**config.mk**
```make
export PLATFORM = sky130hd
export DESIGN_NAME = svunit_hw_test_sequencer
export DESIGN_NICKNAME = d
export VERILOG_FILES = /design/src/rtl/svunit_hw_test_sequencer.sv
export SDC_FILE = /design/constraint.sdc
export NUM_CORES = 1
export LEC_CHECK = 0
export BUFFER_PORTS_ARGS = -buffer_cell sky130_fd_sc_hd__buf_2
export CELL_PAD_IN_SITES_DETAIL_PLACEMENT = 0
export CELL_PAD_IN_SITES_GLOBAL_PLACEMENT = 2
export CORE_MARGIN = 3
export CORE_UTILIZATION = 31
export CTS_BUF_LIST = sky130_fd_sc_hd__clkbuf_4 sky130_fd_sc_hd__clkbuf_8 sky130_fd_sc_hd__clkbuf_16
export CTS_CLUSTER_SIZE = 12
export DETAILED_ROUTE_END_ITERATION = 16
export GPL_TIMING_DRIVEN = 0
export PLACE_DENSITY_LB_ADDON = 0.12
export REMOVE_ABC_BUFFERS = 1
export SLEW_MARGIN = 40
export SYNTH_ARGS = -nofsm -noshare
export SYNTH_HDL_FRONTEND = slang
export SYNTH_SLANG_ARGS = --single-unit
```
**constraint.sdc**
```tcl
create_clock -name clk -period 7.3 [get_ports clk]
set_input_delay 1.46 -clock clk [delete_from_list [all_inputs] [get_ports clk]]
set_output_delay 1.46 -clock clk [all_outputs]
set_load 0.05 [all_outputs]
```
**src/rtl/svunit_hw_test_sequencer.sv**
```systemverilog
// Hardware test runner: walks enabled suites, issuing setup/test/teardown transactions over req/ack,
// tallying pass/fail/timeout/skip results and producing per-suite and overall verdicts.
module svunit_hw_test_sequencer #(
  parameter int NUM_SUITES     = 4,
  parameter int MAX_TESTS      = 8,
  parameter int TIMEOUT_CYCLES = 1024,
  parameter int CNT_W          = 16,
  localparam int SW = (NUM_SUITES > 1) ? $clog2(NUM_SUITES) : 1,
  localparam int TW = $clog2(MAX_TESTS + 1)
) (
  input  logic                     clk,
  input  logic                     rst_n,
  input  logic                     start,
  input  logic [NUM_SUITES-1:0]    suite_enable,
  input  logic [NUM_SUITES*TW-1:0] suite_num_tests,
  input  logic                     stop_on_fail,
  output logic                     req,
  output logic [1:0]               phase,
  output logic [SW-1:0]            suite_id,
  output logic [TW-1:0]            test_id,
  input  logic                     ack,
  input  logic                     ack_pass,
  output logic                     busy,
  output logic                     done,
  output logic                     overall_pass,
  output logic [NUM_SUITES-1:0]    suite_pass,
  output logic [CNT_W-1:0]         pass_count,
  output logic [CNT_W-1:0]         fail_count,
  output logic [CNT_W-1:0]         timeout_count,
  output logic [CNT_W-1:0]         skip_count
);
  localparam int OW = (TIMEOUT_CYCLES > 2) ? $clog2(TIMEOUT_CYCLES) : 1;
  localparam logic [OW-1:0] TMO_LAST = OW'(TIMEOUT_CYCLES - 1);
  localparam logic [TW-1:0] MAX_T    = TW'(MAX_TESTS);
  localparam logic [SW:0]   NS_L     = (SW + 1)'(NUM_SUITES);

  typedef enum logic [2:0] {IDLE, SCAN, SETUP, TEST, TEARDOWN, GAP, REPORT} state_t;

  state_t                state, state_n, gap_q, gap_n;
  logic [SW:0]           idx;
  logic [SW-1:0]         sidx;
  logic [TW-1:0]         tid, tid_n, cur_num, remaining;
  logic [OW-1:0]         tmo_cnt;
  logic [NUM_SUITES-1:0] en_q;
  logic [TW-1:0]         num_q [NUM_SUITES];
  logic                  stop_q, failed_q, overall_q;
  logic                  in_txn, timed_out, txn_done, txn_pass, suite_failed, overall_calc;
  logic                  latch, idx_inc, add_pass, add_fail, add_tmo, fail_set, verdict_wr;
  logic [31:0]           later_sum, skip_add;

  function automatic logic [CNT_W-1:0] sat_add(input logic [CNT_W-1:0] a, input logic [31:0] b);
    logic [CNT_W+32:0] s;
    s = {33'd0, a} + {{(CNT_W + 1){1'b0}}, b};
    return (s > {33'd0, {CNT_W{1'b1}}}) ? {CNT_W{1'b1}} : s[CNT_W-1:0];
  endfunction

  assign sidx         = idx[SW-1:0];
  assign cur_num      = (idx < NS_L) ? num_q[sidx] : '0;
  assign remaining    = cur_num - tid - TW'(1);
  assign in_txn       = (state == SETUP) || (state == TEST) || (state == TEARDOWN);
  assign timed_out    = in_txn && !ack && (tmo_cnt == TMO_LAST);
  assign txn_done     = in_txn && (ack || (tmo_cnt == TMO_LAST));
  assign txn_pass     = ack && ack_pass;
  assign suite_failed = failed_q || !txn_pass;
  assign overall_calc = (fail_count == '0) && ((suite_pass & en_q) == en_q) && (|en_q);

  assign req          = in_txn;
  assign busy         = (state != IDLE);
  assign done         = (state == REPORT);
  assign overall_pass = done ? overall_calc : overall_q;
  assign suite_id     = sidx;
  assign test_id      = (state == TEST) ? tid : '0;
  assign phase        = (state == TEST) ? 2'd1 : (state == TEARDOWN) ? 2'd2 : 2'd0;

  // Tests still owed by enabled suites after the current one, skipped on a stop-on-fail abort
  always_comb begin
    later_sum = '0;
    for (int i = 0; i < NUM_SUITES; i++)
      if (en_q[i] && ((SW + 1)'(i) > idx)) later_sum = later_sum + 32'(num_q[i]);
  end

  always_comb begin
    state_n    = state;
    gap_n      = gap_q;
    tid_n      = tid;
    latch      = 1'b0;
    idx_inc    = 1'b0;
    add_pass   = 1'b0;
    add_fail   = 1'b0;
    add_tmo    = 1'b0;
    fail_set   = 1'b0;
    verdict_wr = 1'b0;
    skip_add   = '0;
    case (state)
      IDLE: if (start) begin
        latch   = 1'b1;
        state_n = SCAN;
      end
      SCAN: begin
        if (idx >= NS_L)     state_n = REPORT;
        else if (en_q[sidx]) state_n = SETUP;
        else                 idx_inc = 1'b1;
      end
      SETUP: if (txn_done) begin
        state_n = GAP;
        tid_n   = '0;
        if (txn_pass) gap_n = (cur_num == '0) ? TEARDOWN : TEST;
        else begin
          fail_set = 1'b1;
          skip_add = 32'(cur_num);
          gap_n    = TEARDOWN;
        end
      end
      TEST: if (txn_done) begin
        state_n = GAP;
        if (txn_pass) add_pass = 1'b1;
        else begin
          add_fail = 1'b1;
          fail_set = 1'b1;
          add_tmo  = timed_out;
        end
        if (!txn_pass && stop_q) begin
          skip_add = 32'(remaining);
          gap_n    = TEARDOWN;
        end else if (remaining == '0) begin
          gap_n = TEARDOWN;
        end else begin
          tid_n = tid + TW'(1);
          gap_n = TEST;
        end
      end
      TEARDOWN: if (txn_done) begin
        verdict_wr = 1'b1;
        if (stop_q && suite_failed) begin
          skip_add = later_sum;
          state_n  = REPORT;
        end else begin
          idx_inc = 1'b1;
          state_n = SCAN;
        end
      end
      GAP:     state_n = gap_q;
      REPORT:  state_n = IDLE;
      default: state_n = IDLE;
    endcase
  end

  always_ff @(posedge clk or negedge rst_n) begin
    if (!rst_n) begin
      state         <= IDLE;
      gap_q         <= IDLE;
      idx           <= '0;
      tid           <= '0;
      tmo_cnt       <= '0;
      en_q          <= '0;
      stop_q        <= 1'b0;
      failed_q      <= 1'b0;
      overall_q     <= 1'b0;
      suite_pass    <= '0;
      pass_count    <= '0;
      fail_count    <= '0;
      timeout_count <= '0;
      skip_count    <= '0;
      for (int i = 0; i < NUM_SUITES; i++) num_q[i] <= '0;
    end else begin
      state   <= state_n;
      gap_q   <= gap_n;
      tid     <= tid_n;
      tmo_cnt <= (in_txn && !txn_done) ? tmo_cnt + OW'(1) : '0;
      if (latch) begin
        en_q          <= suite_enable;
        stop_q        <= stop_on_fail;
        idx           <= '0;
        failed_q      <= 1'b0;
        overall_q     <= 1'b0;
        suite_pass    <= '0;
        pass_count    <= '0;
        fail_count    <= '0;
        timeout_count <= '0;
        skip_count    <= '0;
        for (int i = 0; i < NUM_SUITES; i++)
          num_q[i] <= (suite_num_tests[i*TW +: TW] > MAX_T) ? MAX_T : suite_num_tests[i*TW +: TW];
      end
      if (idx_inc) begin
        idx      <= idx + (SW + 1)'(1);
        failed_q <= 1'b0;
      end
      if (fail_set)           failed_q         <= 1'b1;
      if (verdict_wr)         suite_pass[sidx] <= !suite_failed;
      if (add_pass)           pass_count       <= sat_add(pass_count, 32'd1);
      if (add_fail)           fail_count       <= sat_add(fail_count, 32'd1);
      if (add_tmo)            timeout_count    <= sat_add(timeout_count, 32'd1);
      if (skip_add != '0)     skip_count       <= sat_add(skip_count, skip_add);
      if (state == REPORT)    overall_q        <= overall_calc;
    end
  end
endmodule

```
==> impl_metrics.csv <==
group,metric,value,unit
detailed_routing,wl,23100,um
timing,maxSlewHeadroom,51.5,%
detailed_routing,highest_layer,"met4",
clocking,clockRootBuffer,"clkbuf_16",
global_route,grt_max_degree,64,
synthesis,syn_area,7750,um^2
synthesis,synth_compound_area_share,18.9,%
timing,final.setup.tns,0,ns
clocking,clkSlewWorstSetupHoldPaths,0.06,ns
worst_setup_path,crit_type,"register to register",
worst_setup_path,critPathMostFrequentCell,"ha_1",
detailed_routing,drc_errors,0,
detailed_routing,route.met3.wl,957,um
synthesis,synthCells,907,
place,numPortBuffers,105,
run,drv_cap,0,
detailed_routing,avgViaCountPerCell,5.24,
die,die_area,26900,um^2
worst_setup_path,crit_arrival,7.14,ns
detailed_routing,firstDrtPassIters,5,
place,dp_cells,1302,
place,dp_hpwl,16600,um
worst_setup_path,path_max_fanout,11,
timing,finalCritPeriodShare,93.7,%
global_route,grtUsageTotal,17.6,%
timing,grt_setup_unrepaired,"false",
worst_setup_path,required,7.60,ns
detailed_routing,wl_per_cell,17.1,um
synthesis,synth_top_family_by_area,"simple AND/OR/NAND/NOR gates",
worst_setup_path,crit_buf_inv,2,
timing,final_max_slew_viol_count,0,
synthesis,yosysWarningCount,0,
clocking,clockBufferDepth,2,
detailed_routing,vias,7056,
die,ios,106,
pwr,cellLeakagePower,4.15,nW
finish,fillers,2566,
synthesis,yosys_register_bits,113,
synthesis,ys_top_cells_by_area,"dfrtp_1 36%, ha_1 5.5%, nand2_1 4.7%, nor2_1 4.2%, a21oi_1 3.2%",
finish,fin_nets,1074,
clocking,numCtsBuffers,17,
timing,min_period,6.84,ns
worst_setup_path,crit_slowest_cell,"or4b_1",
detailed_routing,postRouteAntennaNets,0,
timing,finalHoldViolations,0,
die,die_width,164,um
timing,fmax,146,MHz
clocking,clkLatencyLatePin,0.42,ns
global_route,grt_pass1_vias,6934,
synthesis,synth-adder-area-share,6.78,%
worst_setup_path,cp-start-kind,"register",
finish,drive_gt1_share,19.3,%
timing,fin_skew,0.0129,ns
finish,layout.cells.non_filler,1346,
synthesis,synth_top_flop_cell,"dfrtp_1",
detailed_routing,met2_wirelength,10200,um
synthesis,synth_edf_count,0,
synthesis,seq_area_frac_synth,36.5,%
run_status,status,"complete, no violations",
finish,area_growth,20.8,%
synthesis,synthSimpleGateAreaFrac,27.2,%
pwr,ir_drop,221,uV
die,die_h,164,um
timing,fin_hold_ws,0.490,ns
global_route,grt-ovfl-total,0,
timing,postLayoutSetupSlackWorst,0.463,ns
finish,diodes,0,
timing,setup_violations,0,
synthesis,ys_types,79,
synthesis,synth-xor-area-share,3.57,%
timing,worstMarginPinSlew,0.724,ns
worst_setup_path,slowest_delay,0.53,ns
die,coreArea,24500,um^2
synthesis,synth_top_area_share,36.5,%
detailed_routing,dr.first_iter.drc_count,430,
min_path,hp-class,"register to register",
clocking,cts_max_level,4,
detailed_routing,wl_met1,11600,um
global_route,antenna_found_initial,0,
synthesis,synthMuxAreaShare,2.53,%
synthesis,syn_avg_cell_area,8.55,um^2
place,dp_slack,-0.788,ns
die,std_cell_rows,57,
synthesis,synth_largest_area_cell,"dfrtp_1",
clocking,cts.sinks,113,
pwr,power_density,327,nW/um^2
die,initial_core_util,31.7,%
place,gp_congestion,0.760,
synthesis,synthArstFlopShare,100,%
worst_setup_path,critPathTopFamily,"compound AO/OA/AOI/OAI gates",
worst_setup_path,crit_path_end_kind,"register",
global_route,grt_pass1_wl,37900,um
clocking,cts_tree,"built",
sequential cells by signal, summed over array words and instances, names as in the netlist, 10 cells and up:
| register | flops |
|---|---|
| pass_count | 16 |
| fail_count | 16 |
| num_q | 16 |
| tmo_cnt | 10 |
| timeout_count | 16 |
| skip_count | 16 |
cells in the mapped netlist, types with 14 or more instances:
master,count
nor2_1,86
nor2b_1,16
nor4_1,14
nand2b_1,16
xnor2_1,22
inv_1,41
clkbuf_1,30
and3_1,17
a21o_1,15
dfrtp_1,113
ha_1,34
nand3b_1,15
nand3_1,48
a31oi_1,20
a311oi_1,14
nor3_1,34
a21oi_1,49
o21ai_0,48
a211oi_1,16
nand2_1,97
stage by stage:
stage	util (%)	power, mW	area [um^2]
after floorplan	-	1.82	7550
after detailed placement	35.5	2.24	8670
after global placement	34.7	2.19	8490
after CTS	37.8	3.06	9250
final	38.3	3.06	9370
after global routing	38.3	3.29	9370
cells in the final DEF (no fill, tap or decap), types with 5 or more instances in the layout:
master      Yosys  layout
a211oi_1       16      16
a21o_1         15      15
a21oi_1        49      48
a311oi_1       14      14
a31oi_1        20      19
and2_1         10      10
and3_1         17      17
buf_2           5     104
buf_4           3      14
clkbuf_16       0      17
clkinv_2        0       5
clkinvlp_4      0       7
dfrtp_1       113     111
fa_1            5       5
ha_1           34      34
inv_1          41      41
mux2i_1         5       5
mux4_2          5       5
nand2_1        97      96
nand2b_1       16      16
nand3_1        48      48
nand3b_1       15      15
nand4_1        11      11
nor2_1         86      83
nor2b_1        16      15
nor3_1         34      33
nor4_1         14      14
nor4b_1         9       8
o211a_1         6       6
o21a_1          6       6
o21ai_0        48      48
o22ai_1         6       6
o31ai_1         5       5
or4_1           6       6
xnor2_1        22      22
xor2_1          7       7
routing by layer:
layer / GRT usage (%) / vias to the layer above
li1: - / 3519
met1: 25.5 / 3401
met2: 26.6 / 117
met3: 3.30 / 19
met4: 4.65 / 0
met5: 0 / -
path summary, 6_finish.rpt:
kind / from / to / slack [ns] / cells past startpoint
max: idx[0] / skip_count[10] / 0.46 / 28
min: tmo_cnt[0] / tmo_cnt[0] / 0.49 / 1
max reg2reg: idx[0] / skip_count[10] / 0.46 / 28
min reg2reg: tmo_cnt[0] / tmo_cnt[0] / 0.49 / 1
max in group asynchronous: rst_n / skip_count[3] / 5.64 / 2
min in group asynchronous: rst_n / en_q[1] / 0.96 / 1
logic make-up after synthesis:
logic type / Yosys count
compound gates: 220
xor+xnor: 30
fa+ha+maj: 39
buf+inv: 84
flops: 113
mux: 13
simple gates: 408
power breakdown:
group	total, mW	leakage (nW)	internal, mW	switching, mW
Combinational	1.35	2.37	0.524	0.822
Sequential	0.918	1.52	0.748	0.170
Clock	0.794	0.256	0.473	0.321
layout make-up:
cell class              count  area [um^2]  share of cell area [%]
clock buffers              18          439                    4.69
clock inverters            14          116                    1.24
inverters                  42          158                    1.68
multi-input cells         710         4650                    49.7
flip-flops and latches    113         2840                    30.3
well taps                 324          405                    4.33
repair buffers            125          761                    8.12
timing repair:
item                                    CTS  global route
pin swaps                                 0             2
endpoints found under the setup margin   16            11
hold buffers                              0             0
setup buffers                             0            12
gates resized for setup                   8             4
(Power assumes the default switching activity.)
